<file path="config.mk">
export PLATFORM = sky130hd
export DESIGN_NAME = soc_obi_arbiter_flat
export DESIGN_NICKNAME = d
export VERILOG_FILES = /design/src/rtl/soc_obi_arbiter_if.sv /design/src/rtl/soc_obi_arbiter.sv /design/src/flat_wrapper.sv
export SDC_FILE = /design/constraint.sdc
export NUM_CORES = 1
export LEC_CHECK = 0
export CORE_AREA = 2 2 110 112
export DETAILED_ROUTE_END_ITERATION = 7
export DIE_AREA = 0 0 112 114
export GPL_TIMING_DRIVEN = 1
export HOLD_SLACK_MARGIN = 0.02
export PLACE_DENSITY = 0.67
export RECOVER_POWER = 50
export SLEW_MARGIN = 20
export SYNTH_ARGS = -nofsm -noshare
export SYNTH_HDL_FRONTEND = slang
export SYNTH_SLANG_ARGS = --single-unit
</file>
<file path="constraint.sdc">
create_clock -name clk_i -period 4.5 [get_ports clk_i]
set_clock_uncertainty 0.2 [all_clocks]
set_input_delay 0.9 -clock clk_i [delete_from_list [all_inputs] [get_ports clk_i]]
set_output_delay 0.9 -clock clk_i [all_outputs]
set_load 0.05 [all_outputs]
</file>
<file path="src/rtl/soc_obi_arbiter_if.sv">
// Bus bundle for soc_obi_arbiter. The slave modport faces the N requesters.
// The master modport faces the single downstream OBI slave.
interface soc_obi_arbiter_if #(
  parameter int unsigned NUM_MASTERS = 2,
  parameter int unsigned ADDR_WIDTH  = 32,
  parameter int unsigned DATA_WIDTH  = 32
);
  localparam int unsigned BE_WIDTH = DATA_WIDTH / 8;

  // Requester side
  logic [NUM_MASTERS-1:0]                 m_req_i;
  logic [NUM_MASTERS-1:0]                 m_we_i;
  logic [NUM_MASTERS-1:0][ADDR_WIDTH-1:0] m_addr_i;
  logic [NUM_MASTERS-1:0][DATA_WIDTH-1:0] m_wdata_i;
  logic [NUM_MASTERS-1:0][BE_WIDTH-1:0]   m_be_i;
  logic [NUM_MASTERS-1:0]                 m_gnt_o;
  logic [NUM_MASTERS-1:0]                 m_rvalid_o;
  logic [DATA_WIDTH-1:0]                  m_rdata_o;

  // Downstream side
  logic                  s_req_o;
  logic                  s_we_o;
  logic [ADDR_WIDTH-1:0] s_addr_o;
  logic [DATA_WIDTH-1:0] s_wdata_o;
  logic [BE_WIDTH-1:0]   s_be_o;
  logic                  s_gnt_i;
  logic                  s_rvalid_i;
  logic [DATA_WIDTH-1:0] s_rdata_i;

  modport slave (
    input  m_req_i, m_we_i, m_addr_i, m_wdata_i, m_be_i,
    output m_gnt_o, m_rvalid_o, m_rdata_o
  );

  modport master (
    output s_req_o, s_we_o, s_addr_o, s_wdata_o, s_be_o,
    input  s_gnt_i, s_rvalid_i, s_rdata_i
  );
endinterface

</file>
<file path="src/rtl/soc_obi_arbiter.sv">
// Round-robin N:1 OBI arbiter with in-order response routing FIFO.
// Optional per-master grant counters are enabled by defining SOC_OBI_ARB_PERF_EN.
module soc_obi_arbiter #(
  parameter int unsigned NUM_MASTERS     = 2,
  parameter int unsigned ADDR_WIDTH      = 32,
  parameter int unsigned DATA_WIDTH      = 32,
  parameter int unsigned MAX_OUTSTANDING = 4
) (
  input  logic                            clk_i,
  input  logic                            reset_i,
  soc_obi_arbiter_if.slave                m_bus,
  soc_obi_arbiter_if.master               s_bus,
  output logic [$clog2(MAX_OUTSTANDING):0] outstanding_o,
  output logic                            resp_err_o
`ifdef SOC_OBI_ARB_PERF_EN
  ,
  output logic [NUM_MASTERS-1:0][31:0]    perf_gnt_cnt_o
`endif
);

  localparam int unsigned IDX_W    = (NUM_MASTERS > 1) ? $clog2(NUM_MASTERS) : 1;
  localparam int unsigned PTR_W    = $clog2(MAX_OUTSTANDING);
  localparam int unsigned CNT_W    = PTR_W + 1;
  localparam int unsigned BE_WIDTH = DATA_WIDTH / 8;

  typedef enum logic {
    IDLE = 1'b0,
    HOLD = 1'b1
  } state_e;

  state_e                                state_q, state_d;
  logic [IDX_W-1:0]                      sel_q, sel_d;
  logic [IDX_W-1:0]                      rr_ptr_q, rr_ptr_d;
  logic [PTR_W-1:0]                      wptr_q, wptr_d;
  logic [PTR_W-1:0]                      rptr_q, rptr_d;
  logic [CNT_W-1:0]                      count_q, count_d;
  logic [MAX_OUTSTANDING-1:0][IDX_W-1:0] fifo_q, fifo_d;
  logic                                  resp_err_q, resp_err_d;

  logic [IDX_W-1:0]       rr_sel;
  logic [IDX_W-1:0]       cand;
  logic [IDX_W-1:0]       sel;
  logic [IDX_W-1:0]       head;
  logic                   fifo_full;
  logic                   fifo_empty;
  logic                   s_req;
  logic                   hs;
  logic                   pop;
  logic [NUM_MASTERS-1:0] gnt;
  logic [NUM_MASTERS-1:0] rvalid;

  // First requester at or after rr_ptr; descending scan so offset 0 wins last.
  always_comb begin : rr_search
    rr_sel = rr_ptr_q;
    cand   = '0;
    for (int i = int'(NUM_MASTERS) - 1; i >= 0; i--) begin
      cand = IDX_W'((int'(rr_ptr_q) + i) % int'(NUM_MASTERS));
      if (m_bus.m_req_i[cand]) begin
        rr_sel = cand;
      end
    end
  end

  // Selection, handshake and response routing
  always_comb begin : route
    sel        = (state_q == HOLD) ? sel_q : rr_sel;
    fifo_full  = (count_q == CNT_W'(MAX_OUTSTANDING));
    fifo_empty = (count_q == '0);
    head       = fifo_q[rptr_q];
    s_req      = m_bus.m_req_i[sel] & ~fifo_full & ~reset_i;
    hs         = s_req & s_bus.s_gnt_i;
    pop        = s_bus.s_rvalid_i & ~fifo_empty & ~reset_i;
    gnt        = '0;
    rvalid     = '0;
    if (hs) begin
      gnt[sel] = 1'b1;
    end
    if (pop) begin
      rvalid[head] = 1'b1;
    end
  end

  // A stalled request keeps its master locked until the slave grants it
  always_comb begin : fsm_next
    state_d = state_q;
    sel_d   = sel_q;
    case (state_q)
      IDLE: begin
        if (s_req && !s_bus.s_gnt_i) begin
          state_d = HOLD;
          sel_d   = sel;
        end
      end
      HOLD: begin
        if (s_bus.s_gnt_i) begin
          state_d = IDLE;
        end
      end
      default: state_d = IDLE;
    endcase
  end

  // Routing FIFO and round-robin pointer update
  always_comb begin : fifo_next
    fifo_d     = fifo_q;
    wptr_d     = wptr_q;
    rptr_d     = rptr_q;
    rr_ptr_d   = rr_ptr_q;
    count_d    = count_q;
    resp_err_d = resp_err_q | (s_bus.s_rvalid_i & fifo_empty);
    if (hs) begin
      fifo_d[wptr_q] = sel;
      wptr_d         = wptr_q + PTR_W'(1);
      rr_ptr_d       = (sel == IDX_W'(NUM_MASTERS - 1)) ? '0 : sel + IDX_W'(1);
    end
    if (pop) begin
      rptr_d = rptr_q + PTR_W'(1);
    end
    case ({hs, pop})
      2'b10:   count_d = count_q + CNT_W'(1);
      2'b01:   count_d = count_q - CNT_W'(1);
      default: count_d = count_q;
    endcase
  end

  always_ff @(posedge clk_i or posedge reset_i) begin
    if (reset_i) begin
      state_q    <= IDLE;
      sel_q      <= '0;
      rr_ptr_q   <= '0;
      wptr_q     <= '0;
      rptr_q     <= '0;
      count_q    <= '0;
      fifo_q     <= '0;
      resp_err_q <= 1'b0;
    end else begin
      state_q    <= state_d;
      sel_q      <= sel_d;
      rr_ptr_q   <= rr_ptr_d;
      wptr_q     <= wptr_d;
      rptr_q     <= rptr_d;
      count_q    <= count_d;
      fifo_q     <= fifo_d;
      resp_err_q <= resp_err_d;
    end
  end

  // Outputs are forced quiet while reset is asserted
  assign s_bus.s_req_o    = s_req;
  assign s_bus.s_we_o     = m_bus.m_we_i[sel] & ~reset_i;
  assign s_bus.s_addr_o   = reset_i ? {ADDR_WIDTH{1'b0}} : m_bus.m_addr_i[sel];
  assign s_bus.s_wdata_o  = reset_i ? {DATA_WIDTH{1'b0}} : m_bus.m_wdata_i[sel];
  assign s_bus.s_be_o     = reset_i ? {BE_WIDTH{1'b0}} : m_bus.m_be_i[sel];
  assign m_bus.m_gnt_o    = gnt;
  assign m_bus.m_rvalid_o = rvalid;
  assign m_bus.m_rdata_o  = reset_i ? {DATA_WIDTH{1'b0}} : s_bus.s_rdata_i;
  assign outstanding_o    = count_q;
  assign resp_err_o       = resp_err_q;

`ifdef SOC_OBI_ARB_PERF_EN
  logic [NUM_MASTERS-1:0][31:0] perf_q, perf_d;

  // Saturating per-master handshake counters
  always_comb begin : perf_next
    perf_d = perf_q;
    if (hs && (perf_q[sel] != 32'hFFFF_FFFF)) begin
      perf_d[sel] = perf_q[sel] + 32'd1;
    end
  end

  always_ff @(posedge clk_i or posedge reset_i) begin
    if (reset_i) begin
      perf_q <= '0;
    end else begin
      perf_q <= perf_d;
    end
  end

  assign perf_gnt_cnt_o = perf_q;
`endif

endmodule

</file>
<file path="src/flat_wrapper.sv">
// flat-port wrapper written by rule: the top's interface ports become plain ports
module soc_obi_arbiter_flat 
#(
  parameter int unsigned NUM_MASTERS     = 2,
  parameter int unsigned ADDR_WIDTH      = 32,
  parameter int unsigned DATA_WIDTH      = 32,
  parameter int unsigned MAX_OUTSTANDING = 4
)
  (clk_i, reset_i, outstanding_o, resp_err_o, m_bus_m_req_i, m_bus_m_we_i, m_bus_m_addr_i, m_bus_m_wdata_i, m_bus_m_be_i, m_bus_m_gnt_o, m_bus_m_rvalid_o, m_bus_m_rdata_o, s_bus_s_req_o, s_bus_s_we_o, s_bus_s_addr_o, s_bus_s_wdata_o, s_bus_s_be_o, s_bus_s_gnt_i, s_bus_s_rvalid_i, s_bus_s_rdata_i);
  soc_obi_arbiter_if #(.NUM_MASTERS(NUM_MASTERS), .ADDR_WIDTH(ADDR_WIDTH), .DATA_WIDTH(DATA_WIDTH)) m_bus_i ();
  soc_obi_arbiter_if #(.NUM_MASTERS(NUM_MASTERS), .ADDR_WIDTH(ADDR_WIDTH), .DATA_WIDTH(DATA_WIDTH)) s_bus_i ();
  input  logic clk_i;
  input  logic reset_i;
  output logic [$clog2(MAX_OUTSTANDING):0] outstanding_o;
  output logic resp_err_o;
  input wire logic [$bits(m_bus_i.m_req_i)-1:0] m_bus_m_req_i;
  input wire logic [$bits(m_bus_i.m_we_i)-1:0] m_bus_m_we_i;
  input wire logic [$bits(m_bus_i.m_addr_i)-1:0] m_bus_m_addr_i;
  input wire logic [$bits(m_bus_i.m_wdata_i)-1:0] m_bus_m_wdata_i;
  input wire logic [$bits(m_bus_i.m_be_i)-1:0] m_bus_m_be_i;
  output wire logic [$bits(m_bus_i.m_gnt_o)-1:0] m_bus_m_gnt_o;
  output wire logic [$bits(m_bus_i.m_rvalid_o)-1:0] m_bus_m_rvalid_o;
  output wire logic [$bits(m_bus_i.m_rdata_o)-1:0] m_bus_m_rdata_o;
  output wire logic [$bits(s_bus_i.s_req_o)-1:0] s_bus_s_req_o;
  output wire logic [$bits(s_bus_i.s_we_o)-1:0] s_bus_s_we_o;
  output wire logic [$bits(s_bus_i.s_addr_o)-1:0] s_bus_s_addr_o;
  output wire logic [$bits(s_bus_i.s_wdata_o)-1:0] s_bus_s_wdata_o;
  output wire logic [$bits(s_bus_i.s_be_o)-1:0] s_bus_s_be_o;
  input wire logic [$bits(s_bus_i.s_gnt_i)-1:0] s_bus_s_gnt_i;
  input wire logic [$bits(s_bus_i.s_rvalid_i)-1:0] s_bus_s_rvalid_i;
  input wire logic [$bits(s_bus_i.s_rdata_i)-1:0] s_bus_s_rdata_i;
  assign m_bus_i.m_req_i = m_bus_m_req_i;
  assign m_bus_i.m_we_i = m_bus_m_we_i;
  assign m_bus_i.m_addr_i = m_bus_m_addr_i;
  assign m_bus_i.m_wdata_i = m_bus_m_wdata_i;
  assign m_bus_i.m_be_i = m_bus_m_be_i;
  assign m_bus_m_gnt_o = m_bus_i.m_gnt_o;
  assign m_bus_m_rvalid_o = m_bus_i.m_rvalid_o;
  assign m_bus_m_rdata_o = m_bus_i.m_rdata_o;
  assign s_bus_s_req_o = s_bus_i.s_req_o;
  assign s_bus_s_we_o = s_bus_i.s_we_o;
  assign s_bus_s_addr_o = s_bus_i.s_addr_o;
  assign s_bus_s_wdata_o = s_bus_i.s_wdata_o;
  assign s_bus_s_be_o = s_bus_i.s_be_o;
  assign s_bus_i.s_gnt_i = s_bus_s_gnt_i;
  assign s_bus_i.s_rvalid_i = s_bus_s_rvalid_i;
  assign s_bus_i.s_rdata_i = s_bus_s_rdata_i;
  soc_obi_arbiter #(.NUM_MASTERS(NUM_MASTERS), .ADDR_WIDTH(ADDR_WIDTH), .DATA_WIDTH(DATA_WIDTH), .MAX_OUTSTANDING(MAX_OUTSTANDING)) u_core (.clk_i(clk_i), .reset_i(reset_i), .m_bus(m_bus_i), .s_bus(s_bus_i), .outstanding_o(outstanding_o), .resp_err_o(resp_err_o));
endmodule
</file>
After elaboration in Yosys (flattened, before gate mapping)
Cells that the tools add are included.
{"block": "word_totals", "ff_bits": 15, "latchBits": 0, "mem_bits_rw": 0, "rom_bits": 0, "n_memories": 0}
{"block": "op_classes", "n_addsub": 6, "n_mul": 0, "div": 0, "order_cmp": 9, "eq_ne": 3, "shifts": 0, "muxes": 37, "bitwise_logic": 12, "reduce_logical": 8}
{"operator": "32-bit two-way mux", "count": 7}
{"operator": "1-bit two-way mux", "count": 18}
{"operator": "4-bit two-way mux", "count": 3}
{"operator": "1-bit by 2-bit less-than comparator with 1-bit output, second input constant", "count": 4}
{"operator": "1-bit AND", "count": 7}
{"operator": "2-bit by 3-bit less-than comparator with 1-bit output, second input constant", "count": 2}
{"operator": "3-bit case mux with 2 select lines", "count": 1}
{"operator": "2-bit by 1-bit adder with 2-bit output, second input constant", "count": 2}
{"operator": "4-bit bitwise mux", "count": 1}
{"operator": "1-bit logical AND", "count": 4}
{"operator": "2-bit two-way mux", "count": 2}
{"operator": "1-bit NOT", "count": 4}
{"operator": "3-bit by 1-bit adder with 3-bit output, second input constant", "count": 1}
{"operator": "3-bit equality test, second input constant", "count": 1}
{"operator": "3-bit logical NOT", "count": 1}
{"operator": "3-bit by 1-bit subtractor with 3-bit output, second input constant", "count": 1}
{"operator": "1-bit adder, second input constant", "count": 2}
{"operator": "1-bit binary-select mux with 2-bit select", "count": 1}
{"operator": "1-bit demux with 1-bit select", "count": 2}
{"operator": "1-bit demux with 2-bit select", "count": 1}
{"operator": "2-bit by 1-bit equality test with 1-bit output, second input constant", "count": 1}
{"operator": "2-bit equality test, second input constant", "count": 1}
{"operator": "1-bit >= comparator, second input constant", "count": 2}
{"operator": "2-bit by 1-bit >= comparator with 1-bit output, second input constant", "count": 1}
{"operator": "5 further kinds", "count": 5}

Longest topological paths before layout
{"block": "depth", "ltp_word": 13, "mapped_depth": 10, "mapped_depth_nobuf": 9}

Worst setup path after synthesis
No wires, ideal clock.
{"block": "synth_path", "path_kind": "input port to output port", "startpoint": "input port m_bus_m_req_i[0]", "endpoint": "output port s_bus_s_addr_o[21]", "arrival_ps": 2531, "required_ps": 3400, "setup_slack_ps": 869, "stages": 6, "cell_sequence": "nand2b_1 -> a211oi_4 -> buf_6 -> buf_6 -> o21ai_1 -> a21oi_1"}
{"block": "synth_between", "elab_chain_len": 8}
{"item": "start: declaration", "line_no": "flat_wrapper.sv:16", "source": "input wire logic [$bits(m_bus_i.m_req_i)-1:0] m_bus_m_req_i;"}
{"item": "1-bit two-way mux (not written as such) (2 in a row)", "line_no": "soc_obi_arbiter.sv:58", "source": "if (m_bus.m_req_i[cand]) begin"}
{"item": "1-bit two-way mux", "line_no": "soc_obi_arbiter.sv:58"}
{"item": "1-bit two-way mux (*)", "line_no": "soc_obi_arbiter.sv:58"}
{"item": "1-bit two-way mux (*)", "line_no": "soc_obi_arbiter.sv:66", "source": "sel = (state_q == HOLD) ? sel_q : rr_sel;"}
{"item": "32-bit two-way mux (not written as such) (*) (2 in a row)", "line_no": "soc_obi_arbiter.sv:151", "source": "assign s_bus.s_addr_o = reset_i ? {ADDR_WIDTH{1'b0}} : m_bus.m_addr_i[sel];"}
{"item": "32-bit two-way mux (*)", "line_no": "soc_obi_arbiter.sv:151"}
{"item": "end: declaration", "line_no": "flat_wrapper.sv:26", "source": "output wire logic [$bits(s_bus_i.s_addr_o)-1:0] s_bus_s_addr_o;"}
Every way passes the cells marked *; elsewhere a longest branch is shown, timed or not. The select of a mux whose other input is x is not followed.

Worst setup path after layout
{"block": "layout_path", "startpoint": "input port m_bus_m_req_i[0]", "endpoint": "output port s_bus_s_req_o"}
{"block": "layout_between", "elab_chain_len": 9}
{"item": "1-bit two-way mux (not written as such) (2 in a row)", "line_no": "soc_obi_arbiter.sv:58"}
{"item": "1-bit two-way mux (2 in a row)", "line_no": "soc_obi_arbiter.sv:58"}
{"item": "1-bit two-way mux", "line_no": "soc_obi_arbiter.sv:66"}
{"item": "1-bit two-way mux (not written as such) (*) (2 in a row)", "line_no": "soc_obi_arbiter.sv:70", "source": "s_req = m_bus.m_req_i[sel] & ~fifo_full & ~reset_i;"}
{"item": "1-bit AND (*) (2 in a row)", "line_no": "soc_obi_arbiter.sv:70"}
{"item": "end: declaration", "line_no": "flat_wrapper.sv:24", "source": "output wire logic [$bits(s_bus_i.s_req_o)-1:0] s_bus_s_req_o;"}
Marks and branches as above.

==> impl_results.md <==
- Number of fill cells in the layout: 1077
- Setup slack, reg-to-reg: 1.82 ns
- Chip height: ~110 um
- Die Footprint: 12770 sq um
- Total nets after synthesis: around 540
- Worst EP arrival: 3.03 ns
- Cell type with the largest total area after synthesis: dfrtp_1
- Combinational cell fraction of total power: 81.9%
- Final weighted congestion in routability-driven placement: 0.8833
- Non-filler cells in the finished layout: 759
- Number of nets at the end of the flow: 795
- Element type at the critical path end: output port
- Ys flop type: dfrtp_1
- Final ANT Viol Nets: 0
- Post-route DRC: 0
- Initial antenna violation count: 0
- Area share of the largest cell type after synthesis: ~16%
- Status: completed
- CTS tree: yes
- Post-synth cell types: 37
- Initial standard-cell utilization of the core: 19.53%
- Count of flip-flops with a built-in enable after synthesis: 0
- Warnings, synthesis: 0
- Final critical delay including setup and external delays: about 4.1 ns
- Antenna diode count: 0
- Total routing resource utilization after global routing: 18.77%
- Growth of design area from synthesis to finish: 162.3%
- Pleak: 2.373 nW
- Total power divided by cell area: 395.2 nW/um^2
- Worst-case headroom to the max-slew limit: 47.57%
- DR WL/cell: 17.20 um
- Post-Syn Instances: 356
- Fraction of the cycle the final worst path needs: 91.72%
- Wire length of the first global-routing pass: 19.48 mm
- HP Class: reg -> reg
- Internal portion of total power: around 0.0012 W
- Worst-Skew Late Latency: 0.24 ns
- Peak Freq: ~0.24 GHz
- Share of total power consumed by net switching: 50.81%
- Initial DRT Pass Iterations: 4
- Setup TNS: 0 ns
- Placed Cells incl. Taps: 755
- Maximum root-to-sink buffer count: 2
- Average cell area after synthesis: 6.425 sq um
- Number of input and output port buffers inserted: between 200 and 300
- Core box area: 11710 sq um
- Worst-path fanout max: 7
- Switching Power: approximately 0.0012 W
- Top post-synthesis cells by area: dfrtp_1, a21oi_1, nand3_1, o21ai_0, nor2b_1
- Startpoint-to-endpoint class of the critical path: in -> out
- Width of the die: 112 um
- WL final: 13.05 mm
- Setup repair after global routing missed its margin: no
- Post CTS Setup Buffer Count: 0
- Iteration-0 DRC Markers: 233
- Most used standard cells in the synthesized netlist: a21oi_1, nand3_1, o21ai_0
- Total congestion overflow: 0
- Clock H-tree levels: 1
- Vias: approximately 3700
- Sort of element at the start of the critical path: primary input
- Hpwl dp: a little over 10 mm
- Boundary Pins: 286
- Actual transition at the worst max-transition pin: 0.7837 ns
- Root Buffer: clkbuf_16
- Fraction of layout instances using a drive strength above 1: 15.03%
- Total clock buffers created by CTS: 3
- Clock share of power: 7.2%
- Number of synthesized register bits: 15
- Required time of the critical path: 3.40 ns
- Vias in the first global route: 3751
- Portion of the post-synthesis area used by sequential elements: between 10% and 20%
- Total of cells resized after clock tree synthesis: 0
- Num rows: 40
- Leading cell type by number of instances after synthesis: a21oi_1
- Post-cts hold buffer count: 0
- Fin. Hold Viols: 0
- Sequential power share: approximately 11%
- Maximum number of pins on one net before global-route repair: 64
- Max rail drop VDD: between 0.0002 and 0.0003 V
- Final Setup Violations: 0
- Clock-pin slew reported for the worst setup and hold paths after clock tree synthesis: 0.05 ns
- Cell Area, Synth: between 2000 and 2500 sq um
- Number of pins with negative max-slew slack in the final report: 0
- Maxcap violations: 0
- TritonCTS sink count: 15
- Vias per inst: 4.877
- Synth async-reset ratio: 100.0%
## final timing paths
kind | from | endpoint | depth (start not counted)
worst max register to register | u_core.state_q | u_core.outstanding_o[2] | 9
max in group asynchronous | reset_i | u_core.fifo_q[0] | 3
min in group asynchronous | reset_i | u_core.rr_ptr_q | 3
worst min-delay path | u_core.resp_err_o | u_core.resp_err_o | 1
worst max-delay path | m_bus_m_req_i[0] | s_bus_s_req_o | 5
worst min register to register | u_core.resp_err_o | u_core.resp_err_o | 1
## stage by stage
step                      setup WS, ns  total power, W  hold WS [ns]  instance area [sq um]  utilization (%)
after detailed placement        0.5169        0.002223        0.2508                   5934            50.67
after CTS                       0.5191        0.002407        0.2724                   6013            51.35
after floorplan                 0.8692        0.001324        0.2528                   2287                -
after global placement          0.5635        0.002184        0.2622                   5934            50.67
final                           0.3725        0.002371        0.2704                   6000            51.23
after global routing            0.2568        0.002490        0.2978                   6000            51.23
## critical path, cell delays in order
cell and delay, ns:
dlygate4sd3_1 0.61, a21boi_0 0.20, o22a_1 0.32, and2_1 0.17
clkdlybuf4s50_1 0.82
## routing by layer
metal | track usage (%) | wire length (um)
met4 | 4.797 | 235
met2 | 36.04 | 6797
met1 | 20.94 | 4972
met3 | 4.198 | 1045
met5 | 0 | 0
## state kept, by name, summed over array words and instances (netlist names)
| register | cells |
|---|---|
| u_core.state_q | 1 |
| u_core.wptr_q | 2 |
| u_core.rr_ptr_q | 1 |
| u_core.resp_err_o | 1 |
| u_core.rptr_q | 2 |
| u_core.fifo_q | 4 |
| u_core.outstanding_o | 3 |
| u_core.sel_q | 1 |
## final cells by class
class	count	area (sq um)	area share [%]
multi-input combinational	292	1689	28.15
inverter	7	26.28	0.4380
timing repair buffer	294	3646	60.77
clock buffer	4	78.83	1.314
tap	147	183.9	3.066
sequential	15	375.4	6.257
## cells by family after synthesis
family,share of synthesized area [%]
AO/OA/AOI/OAI,33.81
XOR/XNOR,2.298
adder cells (fa/ha/maj),3.611
buffers and inverters,9.683
flip-flops,16.41
multiplexers,4.321
AND/OR/NAND/NOR,29.87
## cells in the final DEF, fill, tap and decap left out, types with 6 or more instances in the layout
cell type / count
buf_12: 73
a21oi_1: 71
nand3_1: 70
o21ai_1: 10
dfrtp_1: 15
buf_4: 6
o21ai_0: 59
inv_1: 7
clkdlybuf4s50_1: 173
dlygate4sd3_1: 40
nor2b_1: 34
## power groups by stage
stage	clock network, W	logic [W]	registers (W)
after floorplan	0	0.00102	0.000305
after global placement	0	0.00193	0.000253
after detailed placement	0	0.00196	0.000259
after CTS	0.000176	0.00197	0.000259
after global routing	0.000183	0.00204	0.000265
final	0.000171	0.00194	0.000259
(Power assumes the default switching activity.)
